$ cat src/rtl/exp_series_ctrl.sv
// Moore sequencer for the Taylor-series exp datapath: INIT, alternating ADD/MUL terms, DONE.
// Optional synchronous cancel port is enabled by defining EXP_CTRL_ABORT_EN.
module exp_series_ctrl #(
    parameter int N_TERMS = 8,
    parameter int CNT_W   = 4
) (
    input  logic             clk,
    input  logic             rst,
    input  logic             start,
`ifdef EXP_CTRL_ABORT_EN
    input  logic             abort,
`endif
    output logic             ldX,
    output logic             ldTmp,
    output logic             selTmp,
    output logic             clrAcc,
    output logic             ldAcc,
    output logic [CNT_W-1:0] coefAddr,
    output logic             busy,
    output logic             done
);

    typedef enum logic [2:0] {
        S_IDLE = 3'd0,
        S_INIT = 3'd1,
        S_ADD  = 3'd2,
        S_MUL  = 3'd3,
        S_DONE = 3'd4
    } state_t;

    localparam logic [CNT_W-1:0] LAST_TERM = CNT_W'(N_TERMS - 1);

    state_t           state_q, state_d;
    logic [CNT_W-1:0] cnt_q, cnt_d;

    always_ff @(posedge clk or posedge rst) begin
        if (rst) begin
            state_q <= S_IDLE;
            cnt_q   <= '0;
        end else begin
            state_q <= state_d;
            cnt_q   <= cnt_d;
        end
    end

    always_comb begin
        state_d  = state_q;
        cnt_d    = cnt_q;
        ldX      = 1'b0;
        ldTmp    = 1'b0;
        selTmp   = 1'b0;
        clrAcc   = 1'b0;
        ldAcc    = 1'b0;
        busy     = 1'b0;
        done     = 1'b0;
        coefAddr = cnt_q;

        case (state_q)
            S_IDLE: begin
                if (start) state_d = S_INIT;
            end
            S_INIT: begin
                ldX     = 1'b1;
                ldTmp   = 1'b1;
                clrAcc  = 1'b1;
                busy    = 1'b1;
                cnt_d   = '0;
                state_d = S_ADD;
            end
            S_ADD: begin
                ldAcc = 1'b1;
                busy  = 1'b1;
                // The last term finishes here, so MUL is skipped and cnt holds.
                if (cnt_q == LAST_TERM) begin
                    state_d = S_DONE;
                end else begin
                    cnt_d   = cnt_q + CNT_W'(1);
                    state_d = S_MUL;
                end
            end
            S_MUL: begin
                ldTmp   = 1'b1;
                selTmp  = 1'b1;
                busy    = 1'b1;
                state_d = S_ADD;
            end
            S_DONE: begin
                done = 1'b1;
                if (!start) begin
                    state_d = S_IDLE;
                    cnt_d   = '0;
                end
            end
            default: begin
                coefAddr = '0;
                cnt_d    = '0;
                state_d  = S_IDLE;
            end
        endcase

`ifdef EXP_CTRL_ABORT_EN
        if (abort && (state_q != S_IDLE)) begin
            state_d = S_IDLE;
            cnt_d   = '0;
        end
`endif
    end

endmodule

$ cat config.mk
export PLATFORM = sky130hd
export DESIGN_NAME = exp_series_ctrl
export DESIGN_NICKNAME = d
export VERILOG_FILES = /design/src/rtl/exp_series_ctrl.sv
export SDC_FILE = /design/constraint.sdc
export NUM_CORES = 1
export LEC_CHECK = 0
export CAP_MARGIN = 30
export CELL_PAD_IN_SITES_DETAIL_PLACEMENT = 1
export CELL_PAD_IN_SITES_GLOBAL_PLACEMENT = 1
export CORE_MARGIN = 2
export CORE_UTILIZATION = 29
export DETAILED_ROUTE_END_ITERATION = 6
export MAX_ROUTING_LAYER = met4
export PLACE_DENSITY_LB_ADDON = 0.1
export SLEW_MARGIN = 20
export SYNTH_ARGS = -nofsm -noshare
export SYNTH_HDL_FRONTEND = slang
export SYNTH_SLANG_ARGS = --single-unit
$ cat constraint.sdc
create_clock -name clk -period 1.32 [get_ports clk]
set_clock_uncertainty 0.15 [all_clocks]
set_input_delay 0.132 -clock clk [delete_from_list [all_inputs] [get_ports clk]]
set_output_delay 0.132 -clock clk [all_outputs]
set_load 0.02 [all_outputs]
---- Word-level counts from Yosys, hierarchy flattened ----
Index checks and enable logic that the tools add are counted.
word-level totals
  flip-flop bits (word level) ............. 7
  output and inout port bits .............. 11
  word-level logic and storage cells ...... 33
cells by class
  add/sub/neg operators ................... 1
  equal/unequal tests ..................... 8
  muxes and demuxes ....................... 14
  bitwise logic cells ..................... 1
  reductions and logical operators ........ 7
operators with widths
  cell                 number
  $mux 4               3
  $pmux 3 s4           1
  $pmux 4 s3           1
  $mux 3               3
  $eq 3x2->1 const B   2
  $mux 1               6
  $ne 2x2->1 const B   3
  $reduce_or 5->1      1
  $add 4x1->4 const B  1
  $eq 4x3->1 const B   1
  $reduce_or 2->1      2
  $eq 3x1->1 const B   1
  $eq 3x3->1 const B   1
  $logic_not 3->1      1
  $reduce_and 3->1     1
  $reduce_or 3->1      1
  $reduce_and 2->1     1
  $not 1->1            1

---- Depth between registers and ports, before layout ----
  word-level depth ........................ 4
  mapped depth ............................ 4
  mapped depth without buffers ............ 4

---- Least setup slack after synthesis ----
OpenSTA, ideal clock, no wires.
  kind .................................... register to register
  start point ............................. reg cnt_q[0]
  end point ............................... reg cnt_q[1]
  arrival time ............................ 1155 ps
  data required time ...................... 1036 ps
  path slack .............................. -119 ps
  stages on the path, launching flop included .. 5
  buffers on the path ..................... 0
  path through ............................ dfrtp_1 > ha_1 > and3b_1 > a221oi_2 > o22ai_1
between the ends
  longest elaborated chain between the ends .. 3
RTL lines
  element                                         RTL line  text
  start, declared                                 34        logic [CNT_W-1:0] cnt_q, cnt_d;
  start signal, assigned                          42        cnt_q <= cnt_d;
  $add 4x1->4 or $eq 4x3->1 (tied branches)       77, 74
  $mux 4 or $ne 2x2->1 (tied branches)            -
  $pmux 4 s3 or $reduce_and 3->1 (tied branches)  -
Several ways; a longest one is shown, not always the timed one. The select of a mux whose other input is x is not followed.
A chain may end at the register's enable or synchronous reset.

---- Worst setup path in the final report ----
  start point ............................. reg state_q[0]
  end point ............................... out busy
between the ends
  longest elaborated chain between the ends .. 3
RTL lines
  element                                   RTL line  text
  start, declared                           33        state_t state_q, state_d;
  start signal, assigned                    41        state_q <= state_d;
  $eq 3x2->1 or $eq 3x1->1 (tied branches)  58        case (state_q)
  $reduce_or 3->1 (no source line) (*)      -
  $mux 1 (*)                                58
  end, declared                             19        output logic busy,
Mark *: on every way between the ends. The rest lies on a longest branch, timed or not.

==> flow_summary.toml <==
[critical_path]
r2r_slack_ns = -0.20
worst_setup_path_end_kind = "primary output"
worst_setup_path_start_kind = "flop"
reg2reg_to = "cnt_q[0]"
cp_max_fo = 6
arrival_ns = 1.25
path_delay_family = "flip-flops"
path_class = "reg2out"
crit_slowest_cell = "dfrtp_2"
worstSetupStartpoint = "state_q[0]"
crit_path_cell_trace = "nor3b_4, or2_4, buf_6"
rr_worst_depth = 5
slowest_delay_ns = 0.48
worstPathRequired_ns = 1.04
timing.rr.start = "state_q[1]"
worst-path-buf-inv = 1

[power]
peakVddDrop_v = 0.00108
leakagePower_nw = 0.418
power_density_nw_per_um2 = 2450

[grt]
grtUsageMet2_pct = 30.6
grt.overflow.total = 0
met1_usage_pct = 19.6
busiest_layer = "met2"
use_met3_pct = 2.45
grt_util_all_layers_pct = 17.7
grt_max_degree = 8
antenna_found_initial = 0
grt_pass1_wl_mm = 2.38
grt_pass1_vias = 561

[sta]
fmax_mhz = 652
final_max_slew_viol_count = 0
period_share_pct = 116
slew_headroom_pct = 79.1
period_needed_ns = 1.53
setup_ws_ns = -0.213
rsz0062_at_grt = "true"
worst_slew_pin_slew_ns = 0.314
final-setup-viol-count = 17
finalHoldViolCount = 0

[synth]
synth.ff_latch_count = 7
ys.warnings.count = 0
syn_inst = 47
yosysTopAreaCell = "dfrtp_1"
yosysMostFrequentCell = "dfrtp_1"
synth_area_um2 = 467
ys_top_cells_by_count = "dfrtp_1, inv_1, and2_1"
avgSynthCellArea_um2 = 9.93
synth-seq-area-share_pct = 37.5
synth_cell_types = 24
ys_top_cells_by_area = "dfrtp_1, and2_1, a221oi_2"
synth-async-reset-ratio_pct = 100
synth_ff_type = "dfrtp_1"
synth_edf_count = 0
synth_top_area_share_pct = 37.5
synthesis.nets = 51

[clock_network]
cts_tree = "done"
cts.htree.levels = 1
path_clk_slew_ns = 0.05
cts_num_sinks = 7
cts-buffers-inserted = 3
clkLatencyLatePin_ns = 0.25
cts_max_path_buffers = 2
cts-root-buf = "clkbuf_4"

[detailed_routing]
drtIter0Drc = 1
wirelength_mm = 1.37
num_vias = 468
firstDrtPassIters = 2
ant_nets = 0
wl_per_cell_um = 13.9
viasPerCell = 4.73
remaining_drc_errors = 0

[floorplan]
num_rows = 14
die_w_um = 44.1
die_h_um = 44.1
start_util_pct = 31.0
core_area_um2 = 1510
ios = 14
die_area_um2 = 1950

[run_status]
run_status = "complete, but fails checks"
violations = "negative setup slack"

[hold_path]
hold-path-cell-count = 1
worstHoldEndpoint = "state_q[0]"
min_from = "state_q[0]"
hp-class = "reg2reg"

[placement]
routabilityCongestion = 0.726
post-dp-hpwl_um = 979
port_buffers = 13
dp_slack_ns = -0.467
place_inst = 91

[layout]
area_growth_syn_to_layout_pct = 92.0
drive_above_1_share_pct = 69.9
diodes = 0
nNetsFinal = 88
instances_no_fill = 99

[run]
max_cap_violations = 0
cell usage in the layout, fill, tap and decap left out, types with 2 or more instances in the layout:
master,Yosys,final
clkdlybuf4s50_1,0,2
clkbuf_4,0,3
buf_4,1,17
dfrtp_1,7,5
and2_4,0,5
o22ai_1,2,2
buf_6,1,14
dfrtp_2,0,2
inv_1,6,5
nand2b_1,3,2
and3b_2,0,2
logic make-up after synthesis:
group / after synthesis / synth area share (%)
simple gates: 18 / 24.9
compound gates: 12 / 23.9
buf+inv: 8 / 8.85
flops: 7 / 37.5
mux: 1 / 2.14
fa+ha+maj: 1 / 2.68
metal layers:
layer	routed length (um)	vias to the layer above
met1	596	226
li1	-	235
met5	0	-
met4	0	0
met3	34	0
met2	741	7
through the flow:
step                      power, W  setup TNS [ns]  area [um2]  hold WS (ns)  utilization, %
after floorplan            0.00106          -0.416         477        -0.215               -
after global placement     0.00163           -4.94         736         0.227            48.8
after detailed placement   0.00164           -5.15         736         0.227            48.8
after CTS                  0.00210           -2.90         856         0.415            56.8
after global routing       0.00235           -3.65         896         0.434            59.5
final                      0.00219           -2.74         896         0.418            59.5
registers in the layout (all words and copies together), names as in the netlist:
register  flops
cnt_q         4
state_q       3
worst reg2reg max path, cell delays in order (launching register included):
cell      delay (ns)
dfrtp_1         0.41
buf_6           0.14
and3b_2         0.22
buf_6           0.14
a221oi_4        0.22
mux2i_1         0.11
worst max-delay path by stage:
| stage | depth (start not counted) | end |
|---|---|---|
| after floorplan | 4 | cnt_q[0] |
| after global placement | 4 | coefAddr[1] |
| after detailed placement | 4 | coefAddr[1] |
| after CTS | 4 | coefAddr[1] |
| after global routing | 4 | cnt_q[0] |
| final | 3 | busy |
layout make-up:
cell class                 instances  area, um2
fill                             178        611
multi-input combinational         32        332
timing repair buffer              34        315
sequential                         7        178
clock buffer                       4       26.3
inverter                           6       25.0
tap                               16       20.0
what timing repair did:
action / CTS / global route
hold endpoints to repair: 7 / 0
resized for setup: 79 / 12
hold buffers: 1 / 0
setup endpoints to repair: 17 / 18
gates cloned: 0 / 0
pin swaps: 8 / 3
buffers inserted: 4 / 0
power by group:
part / switching [W] / internal [W]
clock network: 0.0000730 / 0.000115
logic: 0.000726 / 0.000888
registers: 0.0000981 / 0.000292
total: 0.000897 / 0.00129
Note: power is estimated with default switching activity, not from simulation.
